$ cat src/rtl/abc.sv
// abc: sampling and classification unit.
// Starts the X and Y converters together, waits for both results, and then
// reports whether the signed point (x, y) lies in the closed annulus
// 2500 <= x^2 + y^2 <= 4096. The one-bit verdict goes to the consumer over
// a dav_/rfd handshake, and the block then loops back for the next sample.
module abc (
  input  logic       clock,
  input  logic       reset_,
  output logic       soc_x,
  input  logic       eoc_x,
  input  logic [7:0] x,
  output logic       soc_y,
  input  logic       eoc_y,
  input  logic [7:0] y,
  output logic       dav_,
  input  logic       rfd,
  output logic       z
);

  // S0 idle, S1 start requested, S2 converting, S3 compute, S4 handshake
  typedef enum logic [2:0] {
    S0 = 3'd0,
    S1 = 3'd1,
    S2 = 3'd2,
    S3 = 3'd3,
    S4 = 3'd4
  } state_t;

  state_t state_q;

  // One start register drives both converters; they are always started together.
  logic              soc_q;
  logic              dav_n_q;
  logic              z_q;
  logic signed [7:0] x_q;
  logic signed [7:0] y_q;

  // Squares are formed at 16 bits: the largest, (-128)^2 = 16384, fits, and
  // truncating the 16x16 product to 16 bits is exact because the true
  // result is non-negative and below 2^16.
  logic signed [15:0] x_ext;
  logic signed [15:0] y_ext;
  logic signed [15:0] sq_x;
  logic signed [15:0] sq_y;
  logic        [16:0] sum_sq;
  logic               in_annulus_d;

  // Radius-squared of the captured point and the inclusive range test.
  always_comb begin
    x_ext        = {{8{x_q[7]}}, x_q};
    y_ext        = {{8{y_q[7]}}, y_q};
    sq_x         = x_ext * x_ext;
    sq_y         = y_ext * y_ext;
    // A spare top bit keeps the (-128,-128) case, 32768, from wrapping.
    sum_sq       = {1'b0, sq_x} + {1'b0, sq_y};
    in_annulus_d = (sum_sq >= 17'd2500) && (sum_sq <= 17'd4096);
  end

  // Control FSM; every output is a register updated here.
  always_ff @(posedge clock or negedge reset_) begin
    if (!reset_) begin
      state_q <= S0;
      soc_q   <= 1'b0;
      dav_n_q <= 1'b1;
      z_q     <= 1'b0;
      x_q     <= 8'sd0;
      y_q     <= 8'sd0;
    end else begin
      case (state_q)
        S0: begin
          soc_q   <= 1'b0;
          dav_n_q <= 1'b1;
          // Only start when both converters are idle and the consumer can
          // accept a result.
          if (eoc_x && eoc_y && rfd) begin
            soc_q   <= 1'b1;
            state_q <= S1;
          end
        end
        S1: begin
          // Hold the request until both converters acknowledge in the same
          // cycle; a converter that drops eoc early simply waits.
          if (!eoc_x && !eoc_y) begin
            soc_q   <= 1'b0;
            state_q <= S2;
          end
        end
        S2: begin
          // Converters may finish in either order; capture only when both
          // report done so neither sample is taken mid-conversion.
          if (eoc_x && eoc_y) begin
            x_q     <= x;
            y_q     <= y;
            state_q <= S3;
          end
        end
        S3: begin
          // z and dav_ change on the same edge so the consumer can take z
          // at the falling edge of dav_.
          z_q     <= in_annulus_d;
          dav_n_q <= 1'b0;
          state_q <= S4;
        end
        S4: begin
          if (!rfd) begin
            dav_n_q <= 1'b1;
            state_q <= S0;
          end
        end
        default: begin
          soc_q   <= 1'b0;
          dav_n_q <= 1'b1;
          state_q <= S0;
        end
      endcase
    end
  end

  assign soc_x = soc_q;
  assign soc_y = soc_q;
  assign dav_  = dav_n_q;
  assign z     = z_q;

endmodule

$ cat config.mk
export PLATFORM = sky130hd
export DESIGN_NAME = abc
export DESIGN_NICKNAME = d
export VERILOG_FILES = /design/src/rtl/abc.sv
export SDC_FILE = /design/constraint.sdc
export NUM_CORES = 1
export LEC_CHECK = 0
export ABC_AREA = 1
export BUFFER_PORTS_ARGS = -buffer_cell sky130_fd_sc_hd__buf_4
export CORE_MARGIN = 4
export CORE_UTILIZATION = 59
export DETAILED_ROUTE_END_ITERATION = 8
export PLACE_DENSITY_LB_ADDON = 0.12
export SETUP_SLACK_MARGIN = 0.1
export SLEW_MARGIN = 10
export SYNTH_ARGS = -nofsm -noshare
export SYNTH_HDL_FRONTEND = slang
export SYNTH_SLANG_ARGS = --single-unit
export TNS_END_PERCENT = 20
$ cat constraint.sdc
create_clock -name clock -period 5.1 [get_ports clock]
set_input_delay 1.02 -clock clock [delete_from_list [all_inputs] [get_ports clock]]
set_output_delay 1.02 -clock clock [all_outputs]
set_load 0.005 [all_outputs]
==> results of run 1 <==
## state kept, by name, summed over array words and instances, names as in the netlist
register / cells
dav_: 1
soc_x: 1
state_q: 3
x_q: 8
y_q: 8
z: 1
## cells by family (layout without fill, tap and decap cells)
| logic type | count (synthesis) | count (layout) | share of synthesized area |
|---|---|---|---|
| flip-flops | 22 | 22 | 0.0876 |
| XOR/XNOR | 41 | 41 | 0.0570 |
| adder cells (fa/ha/maj) | 157 | 157 | 0.418 |
| AO/OA/AOI/OAI | 68 | 68 | 0.0590 |
| buffers and inverters | 279 | 412 | 0.168 |
| AND/OR/NAND/NOR | 310 | 310 | 0.206 |
| multiplexers | 2 | 2 | 0.00358 |
## per-layer routing
layer  global-route usage  part of all wire
met2                0.510              0.51
met1                0.324              0.40
met4               0.0892             0.038
met5                    0                 0
met3               0.0328             0.051
## worst paths after layout
path / start / end / depth (start not counted)
setup / recovery: x_q[5] / z / 25
hold / removal: state_q[1] / soc_x / 1
setup reg to reg: x_q[5] / z / 25
hold reg to reg: state_q[1] / soc_x / 1
max in group asynchronous: reset_ / dav_ / 1
min in group asynchronous: reset_ / y_q[5] / 1
## cell type report
class,count,area (µm²),share of cell area
clock inverters,1,30.0,0.00360
clock buffers,3,41.3,0.00495
flip-flops and latches,22,568,0.0681
repair buffers,151,1170,0.141
inverters,257,975,0.117
multi-input cells,578,5380,0.645
well taps,136,170,0.0204
## layout by cell type, fill, tap and decap left out, drive strengths merged
cell       n
a21oi     45
ha        68
o2111ai    1
a31oi      2
nand2    193
dfrtp     21
nor2      59
o21ai     12
nand3     43
buf      151
mux2       2
clkbuf     3
dfstp      1
bufinv     1
nand4      6
a21o       2
o21bai     4
xor2      25
xnor2     16
nor3       2
or2        6
o41ai      1
fa        89
o211ai     1
inv      257
and2       1
## repair_timing
item                                    4_1_cts  5_1_grt
pin swaps                                    98       65
endpoints found under the setup margin        1        1
hold endpoints to repair                      0        0
gates cloned                                  0        0
hold buffers                                  0        0
setup buffers                                22       10
gates resized for setup                     116       61
## per-stage QoR
| stage | instances | setup TNS (ps) | setup WS (ps) | util | hold WS [ps] |
|---|---|---|---|---|---|
| 2_1_floorplan | 879 | 0 | 100 | - | 473 |
| 3_3_place_gp | 1112 | -182 | -182 | 0.710 | 497 |
| 3_5_place_dp | 1112 | -306 | -306 | 0.710 | 534 |
| 4_1_cts | 1138 | -36.8 | -36.8 | 0.775 | 561 |
| 5_1_grt | 1148 | -436 | -436 | 0.804 | 613 |
| 6_report | 1148 | -168 | -168 | 0.804 | 564 |
==> summary.txt, run 1 <==
Placement
  • Cell area after placement: about 7400 µm²
  • Port Buf Inserts: 24
  • Hpwl dp: around 13 mm
  • GP Congestion: 0.925

Floorplan
  • Rows: 37
  • I/O pin cnt: 25
  • Placeable Area: approximately 10000 µm²
  • DIE WIDTH: 111 µm
  • Die footprint: approximately 12000 µm²
  • Initial core utilization: 0.607
  • Die span in y: between 100 and 150 µm

Yosys
  • Seq cells post-synth: 22
  • Sequential area share after synthesis: 0.0876
  • Share of synthesized registers carrying an async set or reset: 1.00
  • Post-synth EDFFs: 0
  • Ys Warns: 0
  • Syn Std Cell Area: between 6000 and 7000 µm²
  • Avg Cell Area, Syn: 7.17 µm²
  • Cell taking the most area after synthesis: fa_1
  • Most frequent cell after synthesis: inv_1
  • Top cells by area, synth: fa_1 (28%), inv_1 (15%), ha_1 (14%), nand2_1 (11%), dfrtp_1 (8.3%)
  • Post-Syn Nets: approximately 1100
  • Post-synth top cells: inv_1 (256), nand2_1 (186), fa_1 (89)
  • Synth Flop Type: dfrtp_1
  • Syn Inst Count: slightly below 900
  • Number of distinct library cells after synthesis: 34
  • Yosys top cell area share: 0.283

Worst setup path
  • Crit-path max FO: 5
  • Worst Path Buf+Inv: 5
  • Slowest stage cell on the critical path: fa_1
  • Delay-heaviest family, CP: adder cells
  • Crit path DAT: ~5500 ps
  • Kind of critical path: reg -> reg
  • Critical path capture point type: flop
  • Worst path required time: 5320 ps
  • Max incr delay on CP: 590 ps
  • Reg-to-reg slack, setup: -170 ps
  • Critical Path Source Type: flop

STA
  • Clk_skew: 3.34 ps
  • Final hold violations: 0
  • Worst Slack Setup Final: -168 ps
  • Final worst path period share: 1.03
  • RSZ-0062 raised after global routing: yes
  • Max Slew Vio Count: 0
  • Tmin final: about 5300 ps
  • Final setup viols: 1
  • Worst Max-Slew Pin Slew: 365 ps
  • Relative slew slack: 0.755
  • FMAX: ~0.19 GHz

Clock tree
  • CTS H-tree depth: 1
  • Clock Path Buffers: 2
  • CTS Buf Count: 3
  • Clk Latency, worst-skew pair: ~280 ps
  • CTS root buffer: clkbuf_8
  • Sink Count: 22
  • Worst-path clk slew: 90 ps
  • CTS tree: built

Detailed routing
  • DRC viols: 0
  • Post-DRT Antenna Nets: 0
  • Routed len/inst: between 10 and 15 µm
  • Initial DRC count: around 360
  • Vias: 5956
  • 1st-pass router iterations: 5
  • Drt via density: a little over 5
  • Total wire length: 17.1 mm

Final layout
  • Fill cells: around 670
  • Finished Cell Area: ~8300 µm²
  • Antenna cells: 0
  • Area growth, synth to finish: 32.4%
  • Layout cells sized above 1: 0.322
  • Fin nets: approximately 1200

GRT
  • Number of global-route vias before repair: 6467
  • Gr usage total: 0.273
  • Overflow after GRT: 0
  • Initial antenna violation count: 0
  • First-pass GRT wire length: 28.4 mm
  • Largest net degree at the start of global routing: 31

Outcome
  • Failing checks: negative setup slack
  • Outcome: finished with violations

Flow run
  • # Max-Cap Violations: 0

Min path
  • Hold Path Class: reg -> reg
Power of run 1 is not shown: default switching activity piles up to over one toggle a cycle in this logic, so the estimate is an artifact.
==> inputs of run 2 (changes only) <==
Settings changed: REMOVE_ABC_BUFFERS set to 1.
==> run 2 against run 1 <==
Against the previous run: register-to-register slack worse by 30 ps; the flow still finishes with violations (negative setup slack); fmax is 0.66% lower; critical path type unchanged; highest routed layer unchanged; clock skew is 12 ps higher; cell count is 1.4% higher; non-clock buffer count is 16 higher; count of clock-buffer cells in the layout stayed put; sequential share of layout area is 0.13 points lower; routed wire length is 0.35% lower; final area is 1.5% higher; flip-flop and latch count stayed put; hold slack worse by 71 ps; via count is 0.60% higher.
==> summary.txt, run 2 (same netlist as run 1, synthesis figures left out) <==
Worst setup path
  • Worst path required time: around 5300 ps
  • Slowest stage cell on the critical path: fa_1
  • CP most frequent cell: nand2_1
  • Max incr delay on CP: approximately 550 ps
  • Critical path capture point type: flop
  • Kind of critical path: reg -> reg
  • Critical Path Source Type: flop
  • Crit-path max FO: 6
  • Crit path DAT: 5530 ps

STA
  • Hold_ws: slightly below 500 ps
  • RSZ-0062 raised after global routing: yes
  • Tmin final: 5300 ps
  • Relative slew slack: 0.745
  • Final worst path period share: 1.04
  • Final setup TNS: -203 ps
  • Max Slew Vio Count: 0
  • Clk_skew: approximately 15 ps
  • FMAX: between 0.15 and 0.2 GHz
  • Final hold violations: 0
  • Worst Slack Setup Final: -203 ps
  • Worst Max-Slew Pin Slew: ~380 ps
  • Final setup viols: 1

Clock tree
  • CTS Buf Count: 3
  • Clock Path Buffers: 2
  • CTS root buffer: clkbuf_8
  • Number of hold buffers added after CTS: 0
  • CTS H-tree depth: 1
  • Worst-path clk slew: approximately 110 ps
  • CTS tree: built
  • Sink Count: 22
  • Clk Latency, worst-skew pair: 300 ps

Min path
  • Hold Path Class: reg -> reg

Detailed routing
  • Routed len/inst: 14.6 µm
  • Drt via density: 5.15
  • DRC viols: 0
  • 1st-pass router iterations: 5
  • Total wire length: approximately 17 mm
  • Initial DRC count: 301
  • Vias: around 6000
  • Post-DRT Antenna Nets: 0

GRT
  • Overflow after GRT: 0
  • Number of global-route vias before repair: 6324
  • Largest net degree at the start of global routing: 31
  • Initial antenna violation count: 0
  • First-pass GRT wire length: between 20 and 30 mm
  • Gr usage total: 0.273

Final layout
  • Largest registers: x_q x8, y_q x8, state_q x3
  • Layout cells sized above 1: 0.324
  • Fin nets: about 1200
  • Antenna cells: 0
  • Most used cells in the layout excluding fill and tap cells: inv_1 (234), nand2_1 (157), buf_4 (152)
  • Commonest non-fill, non-tap cell in the layout: inv_1
  • Area growth, synth to finish: 34.4%

Outcome
  • Outcome: finished with violations
  • Failing checks: negative setup slack

Floorplan
  • Placeable Area: roughly 10000 µm²
  • I/O pin cnt: 25
  • Initial core utilization: 0.607
  • Die span in y: around 110 µm
  • Rows: 37
  • DIE WIDTH: around 110 µm
  • Die footprint: 12400 µm²

Flow run
  • # Max-Cap Violations: 0

Placement
  • GP Congestion: about 0.93
  • Port Buf Inserts: 24
  • Hpwl dp: between 10 and 15 mm
==> run 2: cell type report <==
type	instances	area (µm²)
Inverter	257	967
Sequential cell	22	566
Fill cell	624	1910
Tap cell	136	170
Timing Repair Buffer	167	1330
Clock inverter	1	30.0
Clock buffer	3	41.3
Multi-Input combinational cell	578	5360
==> run 2: per-stage QoR <==
step	instance area (µm²)	util	instances	setup slack (ps)
after floorplan	6200	-	857	-96.0
after global placement	7360	0.710	1125	-267
after detailed placement	7360	0.710	1125	-330
after CTS	8190	0.790	1151	35.4
after global routing	8460	0.816	1164	-419
final	8460	0.816	1164	-203
==> run 2: path summary, 6_finish.rpt <==
kind | startpoint | end | slack, ps | cells past startpoint
max | y_q[7] | z | -200 | 29
min | z | z | 490 | 2
max reg2reg | y_q[7] | z | -200 | 29
min reg2reg | z | z | 490 | 2
max in group asynchronous | reset_ | dav_ | 4140 | 1
min in group asynchronous | reset_ | y_q[1] | 630 | 1
==> run 2: repair_timing <==
action | CTS | global route
pin swaps | 95 | 40
cloned | 0 | 0
endpoints found under the setup margin | 1 | 1
setup buffers | 23 | 13
gates resized for setup | 136 | 37
==> run 2: critical path: cells and delay by family (launching register included) <==
family	cells	cell delay (ps)
AO/OA/AOI/OAI	2	310
flip-flops	1	480
XOR/XNOR	1	200
adder cells (fa/ha/maj)	6	2550
AND/OR/NAND/NOR	15	1300
buffers and inverters	5	380
==> run 2: per-layer routing <==
metal	up-vias	wire, µm	global-route usage
met5	-	0	0
met4	0	660	0.102
met3	52	687	0.0388
met2	172	8590	0.477
met1	2888	7060	0.345
li1	2880	-	-
Power of run 2 is left out for the same reason.
==> inputs of run 3 (changes only) <==
==> constraint.sdc (replaced) <==
create_clock -name clock -period 5.1 [get_ports clock]
set_input_delay 0.51 -clock clock [delete_from_list [all_inputs] [get_ports clock]]
set_output_delay 0.51 -clock clock [all_outputs]
set_load 0.02 [all_outputs]
==> run 3 against run 2 <==
Against the previous run: the run still ends with negative setup slack left; final area up 0.34%; setup slack got worse by 150 ps; global-route usage is 1.1 points higher; utilization is 0.28 points higher; non-clock buffer count is 2 higher; highest routed layer unchanged.
==> summary.txt, run 3 (same netlist as run 1, synthesis figures left out) <==
STA
  • Max Slew Vio Count: 0
  • FMAX: approximately 0.18 GHz
  • RSZ-0062 raised after global routing: yes
  • Final setup viols: 1
  • Worst Max-Slew Pin Slew: 382 ps
  • Tmin final: about 5500 ps
  • Worst Slack Setup Final: -351 ps
  • Final hold violations: 0
  • Final worst path period share: 1.07
  • Clk_skew: roughly 8 ps
  • Relative slew slack: 0.745

GRT
  • Initial antenna violation count: 0
  • Largest net degree at the start of global routing: 31
  • First-pass GRT wire length: 29.2 mm
  • Gr usage total: 0.285
  • Number of global-route vias before repair: roughly 6400
  • Overflow after GRT: 0

Worst setup path
  • Crit-path max FO: 5
  • Worst path required time: 5330 ps
  • Kind of critical path: reg -> reg
  • Critical path capture point type: flop
  • Critical Path Source Type: flop
  • Reg2reg path depth: 26
  • Crit path DAT: about 5700 ps
  • RR Endpoint: z
  • Reg-to-reg slack, setup: -350 ps
  • Worst R2R Start: x_q[2]

Floorplan
  • Placeable Area: just over 10000 µm²
  • Initial core utilization: 0.607
  • I/O pin cnt: 25
  • Die span in y: between 100 and 150 µm
  • Die footprint: between 10000 and 15000 µm²
  • DIE WIDTH: roughly 110 µm
  • Rows: 37

Clock tree
  • Number of hold buffers added after CTS: 0
  • CTS H-tree depth: 1
  • CTS Buf Count: 3
  • CTS tree: built
  • CTS root buffer: clkbuf_8
  • Worst-path clk slew: between 100 and 150 ps
  • Clock Path Buffers: 2
  • Sink Count: 22
  • Clk Latency, worst-skew pair: 290 ps

Detailed routing
  • Drt via density: roughly 5.4
  • Vias: roughly 6300
  • Post-DRT Antenna Nets: 0
  • Total wire length: roughly 19 mm
  • 1st-pass router iterations: 6
  • Routed len/inst: between 15 and 20 µm
  • DRC viols: 0
  • Initial DRC count: 505

Final layout
  • Commonest non-fill, non-tap cell in the layout: inv_1
  • Area growth, synth to finish: 34.8%
  • Finished Cell Area: 8490 µm²
  • Largest registers: x_q x8, y_q x8, state_q x3
  • Antenna cells: 0
  • Fin nets: roughly 1200
  • Most used cells in the layout excluding fill and tap cells: inv_1 (228), buf_4 (147), nand2_1 (146)
  • Layout cells sized above 1: 0.336

Outcome
  • Outcome: finished with violations
  • Failing checks: negative setup slack

Placement
  • GP Congestion: 0.927
  • Cell area after placement: approximately 7400 µm²
  • Hpwl dp: around 12 mm
  • Port Buf Inserts: 24

Flow run
  • # Max-Cap Violations: 0

Min path
  • Hold Path Class: in -> async
[run 3: cell types whose count changed in the layout (fill, tap and decap cells not counted), sizes merged]
cell  before  now
buf      167  169
[run 3: per-layer routing]
layer | wire length [µm] | vias to the layer above | track usage | part of all wire
li1 | - | 2883 | - | -
met4 | 1010 | 0 | 0.118 | 0.054
met5 | 0 | - | 0 | 0
met1 | 7250 | 2997 | 0.356 | 0.39
met2 | 9290 | 277 | 0.499 | 0.50
met3 | 1190 | 93 | 0.0338 | 0.064
[run 3: worst max-delay path, stage by stage (launching register included)]
cell	delay, ps
dfrtp_2	480
buf_4	150
nand2_2	70
inv_1	60
fa_1	480
fa_1	490
fa_1	540
inv_1	60
fa_1	560
inv_1	80
ha_4	320
buf_6	110
nand2_1	70
nor2_1	140
nand3_1	130
nand4_1	150
xor2_1	260
ha_1	360
a21oi_1	180
nand2_1	90
a21oi_2	130
nand3_1	90
nor2_1	110
nand2_1	70
nor2_2	80
nand3_1	70
nand2_1	60
[run 3: what timing repair did]
action / CTS / global route
setup endpoints to repair: 1 / 1
pin swaps: 123 / 31
buffers inserted: 31 / 9
gates resized for setup: 170 / 30
[run 3: cell type report]
class	count	area (µm²)
inverter	257	975
timing repair buffer	169	1370
clock inverter	1	30.0
sequential	22	566
clock buffer	3	41.3
tap	136	170
multi-input combinational	578	5340
fill	604	1880
[run 3: worst max path at each step]
stage / startpoint / to / slack (ps) / depth (start not counted)
after floorplan: y_q[7] / z / -100 / 27
after detailed placement: y_q[7] / z / -380 / 26
after global routing: y_q[7] / z / -540 / 29
after global placement: y_q[7] / z / -300 / 26
final: x_q[2] / z / -350 / 26
after CTS: y_q[0] / z / 40 / 30
[run 3: through the flow]
stage          hold WS, ps  instances  TNS (ps)  setup WS, ps  utilization
6_report               125       1166      -351          -351        0.819
2_1_floorplan          214        857     -96.1         -96.1            -
4_1_cts                135       1158         0          41.1        0.805
5_1_grt                149       1166      -535          -535        0.819
3_3_place_gp           450       1123      -302          -302        0.710
3_5_place_dp           450       1123      -379          -379        0.710
Power of run 3 is left out for the same reason.
